==> src/rtl/encoder_quad_decoder.sv <==
// Quadrature encoder front end: sync, optional glitch filter (ENCODER_FILTRO_EN),
// x4 decode into detents and a saturating 0..POS_MAX position.
module encoder_quad_decoder #(
   parameter int unsigned FILTER_CYCLES = 1000,
   parameter int unsigned POS_MAX       = 100
) (
   input  logic       CLK,
   input  logic       RST_N,
   input  logic [1:0] ENCODER,
   input  logic       CLEAR,
   output logic [7:0] POSICION,
   output logic       STEP,
   output logic       DIR,
   output logic       ERROR
);

   if (FILTER_CYCLES < 1 || FILTER_CYCLES > 65535 ||
       POS_MAX < 1 || POS_MAX > 255) begin : g_bad_param
      $error("encoder_quad_decoder: parameter out of range");
   end

   typedef enum logic {INIT, TRACK} state_t;

   localparam logic [7:0]        PMAX    = 8'(POS_MAX);
   localparam logic signed [2:0] SUB_MAX = 3'sd3;
   localparam logic signed [2:0] SUB_MIN = -3'sd3;

   logic [1:0] sync1_q, sync1_d;
   logic [1:0] sync2_q, sync2_d;
   logic [1:0] filt;

   always_comb begin
      sync1_d = ENCODER;
      sync2_d = sync1_q;
   end

   always_ff @(posedge CLK or negedge RST_N) begin
      if (!RST_N) begin
         sync1_q <= '0;
         sync2_q <= '0;
      end else begin
         sync1_q <= sync1_d;
         sync2_q <= sync2_d;
      end
   end

`ifdef ENCODER_FILTRO_EN
   localparam logic [15:0] CNT_LAST = 16'(FILTER_CYCLES - 1);

   logic [1:0][15:0] cnt_q, cnt_d;
   logic [1:0]       filt_q, filt_d;

   always_comb begin
      cnt_d  = '0;
      filt_d = filt_q;
      for (int i = 0; i < 2; i++) begin
         if (sync2_q[i] != filt_q[i]) begin
            if (cnt_q[i] == CNT_LAST) filt_d[i] = sync2_q[i];
            else                      cnt_d[i]  = cnt_q[i] + 16'd1;
         end
      end
   end

   always_ff @(posedge CLK or negedge RST_N) begin
      if (!RST_N) begin
         cnt_q  <= '0;
         filt_q <= '0;
      end else begin
         cnt_q  <= cnt_d;
         filt_q <= filt_d;
      end
   end

   assign filt = filt_q;
`else
   assign filt = sync2_q;
`endif

   state_t            state_q, state_d;
   logic [1:0]        prev_q, prev_d;
   logic signed [2:0] sub_q, sub_d;
   logic [7:0]        pos_q, pos_d;
   logic              step_q, step_d;
   logic              dir_q, dir_d;
   logic              err_q, err_d;
   logic [1:0]        delta;
   logic              det_up, det_dn;

   // Gray phase to ring index: 00,01,11,10 -> 0,1,2,3
   assign delta = {filt[1], ^filt} - {prev_q[1], ^prev_q};

   always_comb begin
      state_d = state_q;
      prev_d  = filt;
      sub_d   = sub_q;
      pos_d   = pos_q;
      step_d  = 1'b0;
      dir_d   = dir_q;
      err_d   = err_q;
      det_up  = 1'b0;
      det_dn  = 1'b0;
      unique case (state_q)
         INIT: state_d = TRACK;
         TRACK: begin
            unique case (delta)
               2'd1: begin
                  if (sub_q == SUB_MAX) det_up = 1'b1;
                  else                  sub_d  = sub_q + 3'sd1;
               end
               2'd3: begin
                  if (sub_q == SUB_MIN) det_dn = 1'b1;
                  else                  sub_d  = sub_q - 3'sd1;
               end
               2'd2: begin
                  err_d = 1'b1;
                  sub_d = '0;
               end
               default: ;
            endcase
         end
         default: state_d = INIT;
      endcase
      if (det_up) begin
         sub_d = '0;
         dir_d = 1'b1;
         if (pos_q < PMAX) begin
            pos_d  = pos_q + 8'd1;
            step_d = 1'b1;
         end
      end
      if (det_dn) begin
         sub_d = '0;
         dir_d = 1'b0;
         if (pos_q != 8'd0) begin
            pos_d  = pos_q - 8'd1;
            step_d = 1'b1;
         end
      end
      if (CLEAR) begin
         pos_d  = '0;
         sub_d  = '0;
         err_d  = 1'b0;
         step_d = 1'b0;
      end
   end

   always_ff @(posedge CLK or negedge RST_N) begin
      if (!RST_N) begin
         state_q <= INIT;
         prev_q  <= '0;
         sub_q   <= '0;
         pos_q   <= '0;
         step_q  <= 1'b0;
         dir_q   <= 1'b0;
         err_q   <= 1'b0;
      end else begin
         state_q <= state_d;
         prev_q  <= prev_d;
         sub_q   <= sub_d;
         pos_q   <= pos_d;
         step_q  <= step_d;
         dir_q   <= dir_d;
         err_q   <= err_d;
      end
   end

   assign POSICION = pos_q;
   assign STEP     = step_q;
   assign DIR      = dir_q;
   assign ERROR    = err_q;

endmodule

==> config.mk <==
export PLATFORM = sky130hd
export DESIGN_NAME = encoder_quad_decoder
export DESIGN_NICKNAME = d
export VERILOG_FILES = /design/src/rtl/encoder_quad_decoder.sv
export SDC_FILE = /design/constraint.sdc
export NUM_CORES = 1
export LEC_CHECK = 0
export ABC_AREA = 1
export ABC_CLOCK_PERIOD_IN_PS = 4300
export CORE_ASPECT_RATIO = 1.4
export CORE_UTILIZATION = 30
export DETAILED_ROUTE_END_ITERATION = 7
export DONT_BUFFER_PORTS = 1
export PLACE_DENSITY = 0.43
export SYNTH_ARGS = -nofsm -noshare
export SYNTH_HDL_FRONTEND = slang
export SYNTH_SLANG_ARGS = --single-unit
==> constraint.sdc <==
create_clock -name CLK -period 4.3 [get_ports CLK]
set_clock_uncertainty 0.2 [all_clocks]
set_input_delay 0.86 -clock CLK [delete_from_list [all_inputs] [get_ports CLK]]
set_output_delay 0.86 -clock CLK [all_outputs]
set_load 0.01 [all_outputs]
Word-level counts from Yosys, hierarchy flattened --
Index checks and enable logic that the tools add are counted.
Word-level totals: flip-flop bits (word level) 21, logic and storage cells 60, bits of input ports 5, output and inout port bits 11
Cells by class: multiplexer cells 28, add/subtract/negate cells 5, order comparisons 1, reduce and logical (&&, ||, !) cells 10, equal/unequal tests 7
Operator list (count):
- 2-to-1 mux 8 bit | 5
- 2-to-1 mux 3 bit | 6
- 2-to-1 mux 1 bit | 16
- inequality test 5 bit (second input constant) | 2
- one-hot mux 3 bit (3 select lines) | 1
- adder 8 x 1 -> 8 bit (second input constant) | 1
- less-than comparator 8 x 7 -> 1 bit (second input constant) | 1
- nonzero test 8 bit | 1
- subtractor 8 x 1 -> 8 bit (second input constant) | 1
- == test 3 bit (second input constant) | 2
- nonzero test 2 bit | 3
- nonzero test 6 bit | 1
- == test 2 bit (second input constant) | 2
- AND reduction 4 bit | 1
- nonzero test 4 bit | 1
- XOR reduction 2 bit | 2
- adder 3 x 2 -> 3 bit (second input constant) | 1
- subtractor 3 x 2 -> 3 bit (second input constant) | 1
- == test 2 x 1 -> 1 bit (second input constant) | 1
- AND reduction 2 bit | 1
- subtractor 2 bit | 1

Logic depth before layout (Yosys ltp) --
word-level depth 9, depth in mapped cells 15, gate-level depth less buffers 15

Worst setup path after synthesis --
Ideal clock, no wire load.
path type reg2reg, start point reg sync2_q[1] (netlist: filt[1]), end point reg sub_q[2], library setup time 0.117 ns, arrival time 1.703 ns, stages on the path, launching flop included 14, slack 2.279 ns, period minus slack after synthesis 2.021 ns, path buffers 0, path through dfrtp_1 > xnor2_1 > ha_1 > inv_2 > nand3_4 > nand2_1 > nand2_1 > inv_1 > ha_1 > inv_1 > nand2_1 > nand2_1 > nand3_1 > nand2_1
Between the ends: cells in the longest elaborated chain, start to end 8
RTL lines:
- start: declaration | line 29 | logic [1:0] sync2_q, sync2_d;
- start signal: assignment | line 43 | sync2_q <= sync2_d;
- XOR reduction 2 bit | line 90 | assign delta = {filt[1], ^filt} - {prev_q[1], ^prev_q};
- subtractor 2 bit * | line 90
- == test 2 bit / == test 2 x 1 -> 1 bit (equally long branches) | line 105 | unique case (delta)
- one-hot mux 3 bit (3 select lines) / 2-to-1 mux 1 bit (equally long branches) | line 105
- 2-to-1 mux 3 bit / 2-to-1 mux 1 bit (equally long branches) | line 102 | unique case (state_q)
- 2-to-1 mux 3 bit | line 123 | if (det_up) begin
- 2-to-1 mux 3 bit | line 131 | if (det_dn) begin
- 2-to-1 mux 3 bit | line 139 | if (CLEAR) begin
- end signal: assignment | line 159 | sub_q <= sub_d;
- end: declaration | line 81 | logic signed [2:0] sub_q, sub_d;
Mark *: on every way between the ends. The rest lies on a longest branch, timed or not. The select of a mux whose other input is x is not followed. A chain may end at the register's enable or synchronous reset.

Worst setup path after layout --
start point reg sync2_q[1] (netlist: filt[1]), end point reg pos_q[5] (netlist: POSICION[5])
Between the ends: cells in the longest elaborated chain, start to end 9
RTL lines:
- XOR reduction 2 bit | line 90
- subtractor 2 bit * | line 90
- == test 2 x 1 -> 1 bit | line 105
- 2-to-1 mux 1 bit | line 105
- 2-to-1 mux 1 bit | line 102
- 2-to-1 mux 8 bit | line 123
- 2-to-1 mux 8 bit | line 134 | if (pos_q != 8'd0) begin
- 2-to-1 mux 8 bit * | line 131
- 2-to-1 mux 8 bit * | line 139
- net pos_d[5] | line 82 | logic [7:0] pos_q, pos_d;
- end signal: assignment | line 160 | pos_q <= pos_d;
- end: declaration | line 82
The timed path passes the listed nets; every way through them passes the cells marked *.

==> impl_summary.log <==
INFO  metric crit_arrival = 2.14 ns
INFO  metric post_synth_inst_count = 198
INFO  metric critPathMaxFanout = 6
INFO  metric cts_setup_buffers = 0
INFO  metric power_switching = 155 uW
INFO  metric detailedRoute.firstPassIterationCount = 4
INFO  metric synthTopCellsByCount = 57 x sky130_fd_sc_hd__nand2_1, 22 x sky130_fd_sc_hd__inv_1, 21 x sky130_fd_sc_hd__dfrtp_1
INFO  metric ff_latch_area = 526 um2
INFO  metric wire_length_of_the_first_global_routing_pass = 5910 um
INFO  metric core.rowCount = 30
INFO  metric worst_r2r_startpoint = filt[1]
INFO  metric grt_usage = 15.2%
INFO  metric startpoint_type = flop
INFO  metric ant_nets = 0
INFO  metric placeableCoreArea = 0.00484 mm2
INFO  metric finalSetupViolCount = 0
INFO  metric critical-path-top-delay-family = simple AND/OR/NAND/NOR gates
INFO  metric ys_seq_elements = 21
INFO  metric layout.core_utilization = 33.7%
INFO  metric critical_path_depth = 12
INFO  metric clock_tree.htree_level_count = 1
INFO  metric cellInternalPower = 319 uW
INFO  metric final_net_count = 212
INFO  metric sequentialPowerShare = 49.7%
INFO  metric number_of_antenna_violations_at_the_first_check_in_global_routing = 0
INFO  metric number_of_synthesized_flops_with_an_enable_pin = 0
INFO  metric placedCellCount = 261
INFO  metric ioPinCount = 16
INFO  metric cp.required = 4.26 ns
INFO  metric max_cap_viol_count = 0
INFO  metric cts_made_buffers = 3
INFO  metric route.vias.total = 1,206
INFO  metric synth-seq-area-share = 34.7%
INFO  metric gp_weighted_congestion = 0.854
INFO  metric drt-wirelength-per-cell = 13.4 um
INFO  metric synth_area_per_cell = 7.66 um2
INFO  metric holdBufCountCts = 0
INFO  metric ctsRootBufferMaster = sky130_fd_sc_hd__clkbuf_8
INFO  metric endpoint_of_the_lowest_slack_register_to_register_path = POSICION[5]
INFO  metric detailed_place_hpwl = 2790 um
INFO  metric fillCellCount = 532
INFO  metric timing.setup.critical_path_class = reg2reg
INFO  metric setup.worst_path.start = filt[1]
INFO  metric period_needed = 2.18 ns
INFO  metric final_hold_viol_count = 0
INFO  metric netlist.area_leader.share = 34.7%
INFO  metric slowest_delay = 0.43 ns
INFO  metric crit_chain = xnor2_1, ha_1, inv_2, nand3_1, inv_2, nand2_8, nor2_2, nand2_1, nand2_1, nand2_1, nor2_1, nor2_1
INFO  metric yosys-top-cells-area = sky130_fd_sc_hd__dfrtp_1 35%, sky130_fd_sc_hd__nand2_1 14%, sky130_fd_sc_hd__inv_1 5.4%
INFO  metric ys_types = 29
INFO  metric area_growth_syn_to_layout = 7.59%
INFO  metric clkLatencyLatePin = 0.26 ns
INFO  metric via_count_of_the_first_global_routing_pass = 1,214
INFO  metric grt_max_degree = 22
INFO  metric post-synth-top-count-cell = sky130_fd_sc_hd__nand2_1
INFO  metric gr-total-overflow = 0
INFO  metric clk_transition_reported_paths = 0.08 ns
INFO  metric class_of_the_tightest_hold_or_removal_check = in2async
INFO  metric unrepaired_setup_endpoints_after_global_routing = no
INFO  metric area_taken_by_multi_input_logic_gates = 868 um2
INFO  metric vdd.ir_drop.worst = 0.0000783 V
INFO  metric die-width = 62.1 um
INFO  metric achievable-frequency = 459 MHz
INFO  metric post-synth-top-area-cell = sky130_fd_sc_hd__dfrtp_1
INFO  metric fin_setup_tns = 0 ns
INFO  metric power.share.clock = 28.5%
INFO  metric die_footprint = 0.00535 mm2
INFO  metric numClockSinks = 21
INFO  metric tritoncts_clock_tree = yes
INFO  metric clk_path_buf_depth = 2
INFO  metric critical_path.n_buffers_inverters = 2
INFO  metric post_cts.resized_instances = 0
INFO  metric fraction_of_registers_with_async_set_or_reset_after_synthesis = 100%
INFO  metric fin_crit_sh = 50.6%
INFO  metric post_route_cells_drive_above_1_share = 14.9%
INFO  metric die_height = 86.1 um
INFO  metric synth_flop_cell = sky130_fd_sc_hd__dfrtp_1
INFO  metric fraction_of_power_spent_switching_nets = 32.6%
INFO  metric r2r_slack = 2.12 ns
INFO  metric power_density = 291 mW/mm2
INFO  metric number_of_antenna_cells_inserted = 0
INFO  metric drc_errors = 0
INFO  metric slowest_stage = sky130_fd_sc_hd__dfrtp_1
INFO  metric status = completed
INFO  metric syn_area = 0.00152 mm2
INFO  metric power.share.combinational = 21.8%
INFO  metric port-buffer-count = 0
INFO  metric yosysWarnings = 0
INFO  metric final_total_power = 474 uW
INFO  metric detail_route.wirelength = 3550 um
INFO  metric power.static_leakage = 0.874 nW
INFO  metric crit_path_frequent_cell = sky130_fd_sc_hd__nand2_1
INFO  metric vias_per_cell = 4.55
INFO  metric cp-end-kind = flop
INFO  metric reg2regPathDepth = 12
INFO  metric floorplan.initialDensity = 31.3%
INFO  metric syn_nets = 208
INFO  metric fin_cells = 265
INFO  metric violation_count_after_the_first_detailed_routing_iteration = 60
INFO  metric endpoint = POSICION[5]
INFO  metric timing_max_transition_violations_final = 0
## cells in the final DEF (no fill, tap or decap), types with 4 or more instances in the layout
cell                       n
sky130_fd_sc_hd__nand2_4   4
sky130_fd_sc_hd__nor2_1   20
sky130_fd_sc_hd__dfrtp_1  21
sky130_fd_sc_hd__o21ai_0  11
sky130_fd_sc_hd__nand2_1  57
sky130_fd_sc_hd__nand3_1  13
sky130_fd_sc_hd__ha_1      5
sky130_fd_sc_hd__inv_1    22
sky130_fd_sc_hd__xor2_1    7
sky130_fd_sc_hd__inv_2     6
## area by class of cell
type,instances,area share (%)
Multi-Input combinational cell,147,53.2
Sequential cell,21,32.2
Inverter,29,6.83
Tap cell,64,4.91
Clock buffer,3,2.53
Clock inverter,1,0.307
## logic make-up (layout without fill, tap and decap cells)
group	count (synthesis)	count (layout)	share of synthesized area, %
other	1	1	0.247
AND/OR/NAND/NOR	114	114	41.3
flip-flops	21	21	34.7
adder cells (fa/ha/maj)	5	5	4.13
AO/OA/AOI/OAI	18	18	6.43
XOR/XNOR	9	9	5.20
buffers and inverters	30	33	8.09
## power groups by stage
stage	Combinational (mW)	Clock, mW	Sequential (mW)
finish	0.103	0.135	0.235
global route	0.117	0.150	0.239
CTS	0.105	0.144	0.236
detailed placement	0.104	0	0.240
global placement	0.103	0	0.240
floorplan	0.0905	0	0.234
## how the worst min path moves through the flow
stage | startpoint | endpoint | slack, ns | cells after the start
6_report | RST_N | POSICION[4] | 0.08 | 0
5_1_grt | RST_N | POSICION[0] | 0.06 | 0
4_1_cts | RST_N | STEP | 0.07 | 0
3_5_place_dp | sync1_q[1] | filt[1] | 0.14 | 0
3_3_place_gp | sync1_q[1] | filt[1] | 0.14 | 0
2_1_floorplan | sync1_q[0] | filt[0] | 0.13 | 0
## worst reg2reg max path: cells and delay by family (launching register included)
family / cells / cell delay, ns
AND/OR/NAND/NOR: 8 / 0.65
flip-flops: 1 / 0.43
adder cells (fa/ha/maj): 1 / 0.39
buffers and inverters: 2 / 0.26
XOR/XNOR: 1 / 0.15
## routing by layer
metal | part of all wire, % | track usage, % | up-vias | routed length, um
met1 | 41 | 17.0 | 556 | 1440
li1 | - | - | 620 | -
met3 | 3.6 | 3.17 | 6 | 129
met2 | 54 | 27.1 | 24 | 1900
met5 | 0 | 0 | - | 0
met4 | 2.2 | 5.66 | 0 | 78
## registers in the layout (all words and copies together) (netlist names)
register,count
POSICION,8
prev_q,2
DIR,1
ERROR,1
sub_q,3
state_q,1
sync1_q,2
filt,2
STEP,1
## per-stage QoR
step	instance area [um2]	setup slack, ns	hold WS, ns
2_1_floorplan	1520	2.28	0.131
3_3_place_gp	1590	2.14	0.136
3_5_place_dp	1590	2.12	0.136
4_1_cts	1630	2.10	0.0684
5_1_grt	1630	1.95	0.0619
6_report	1630	2.12	0.0790
Power figures use the tool's default switching activity.
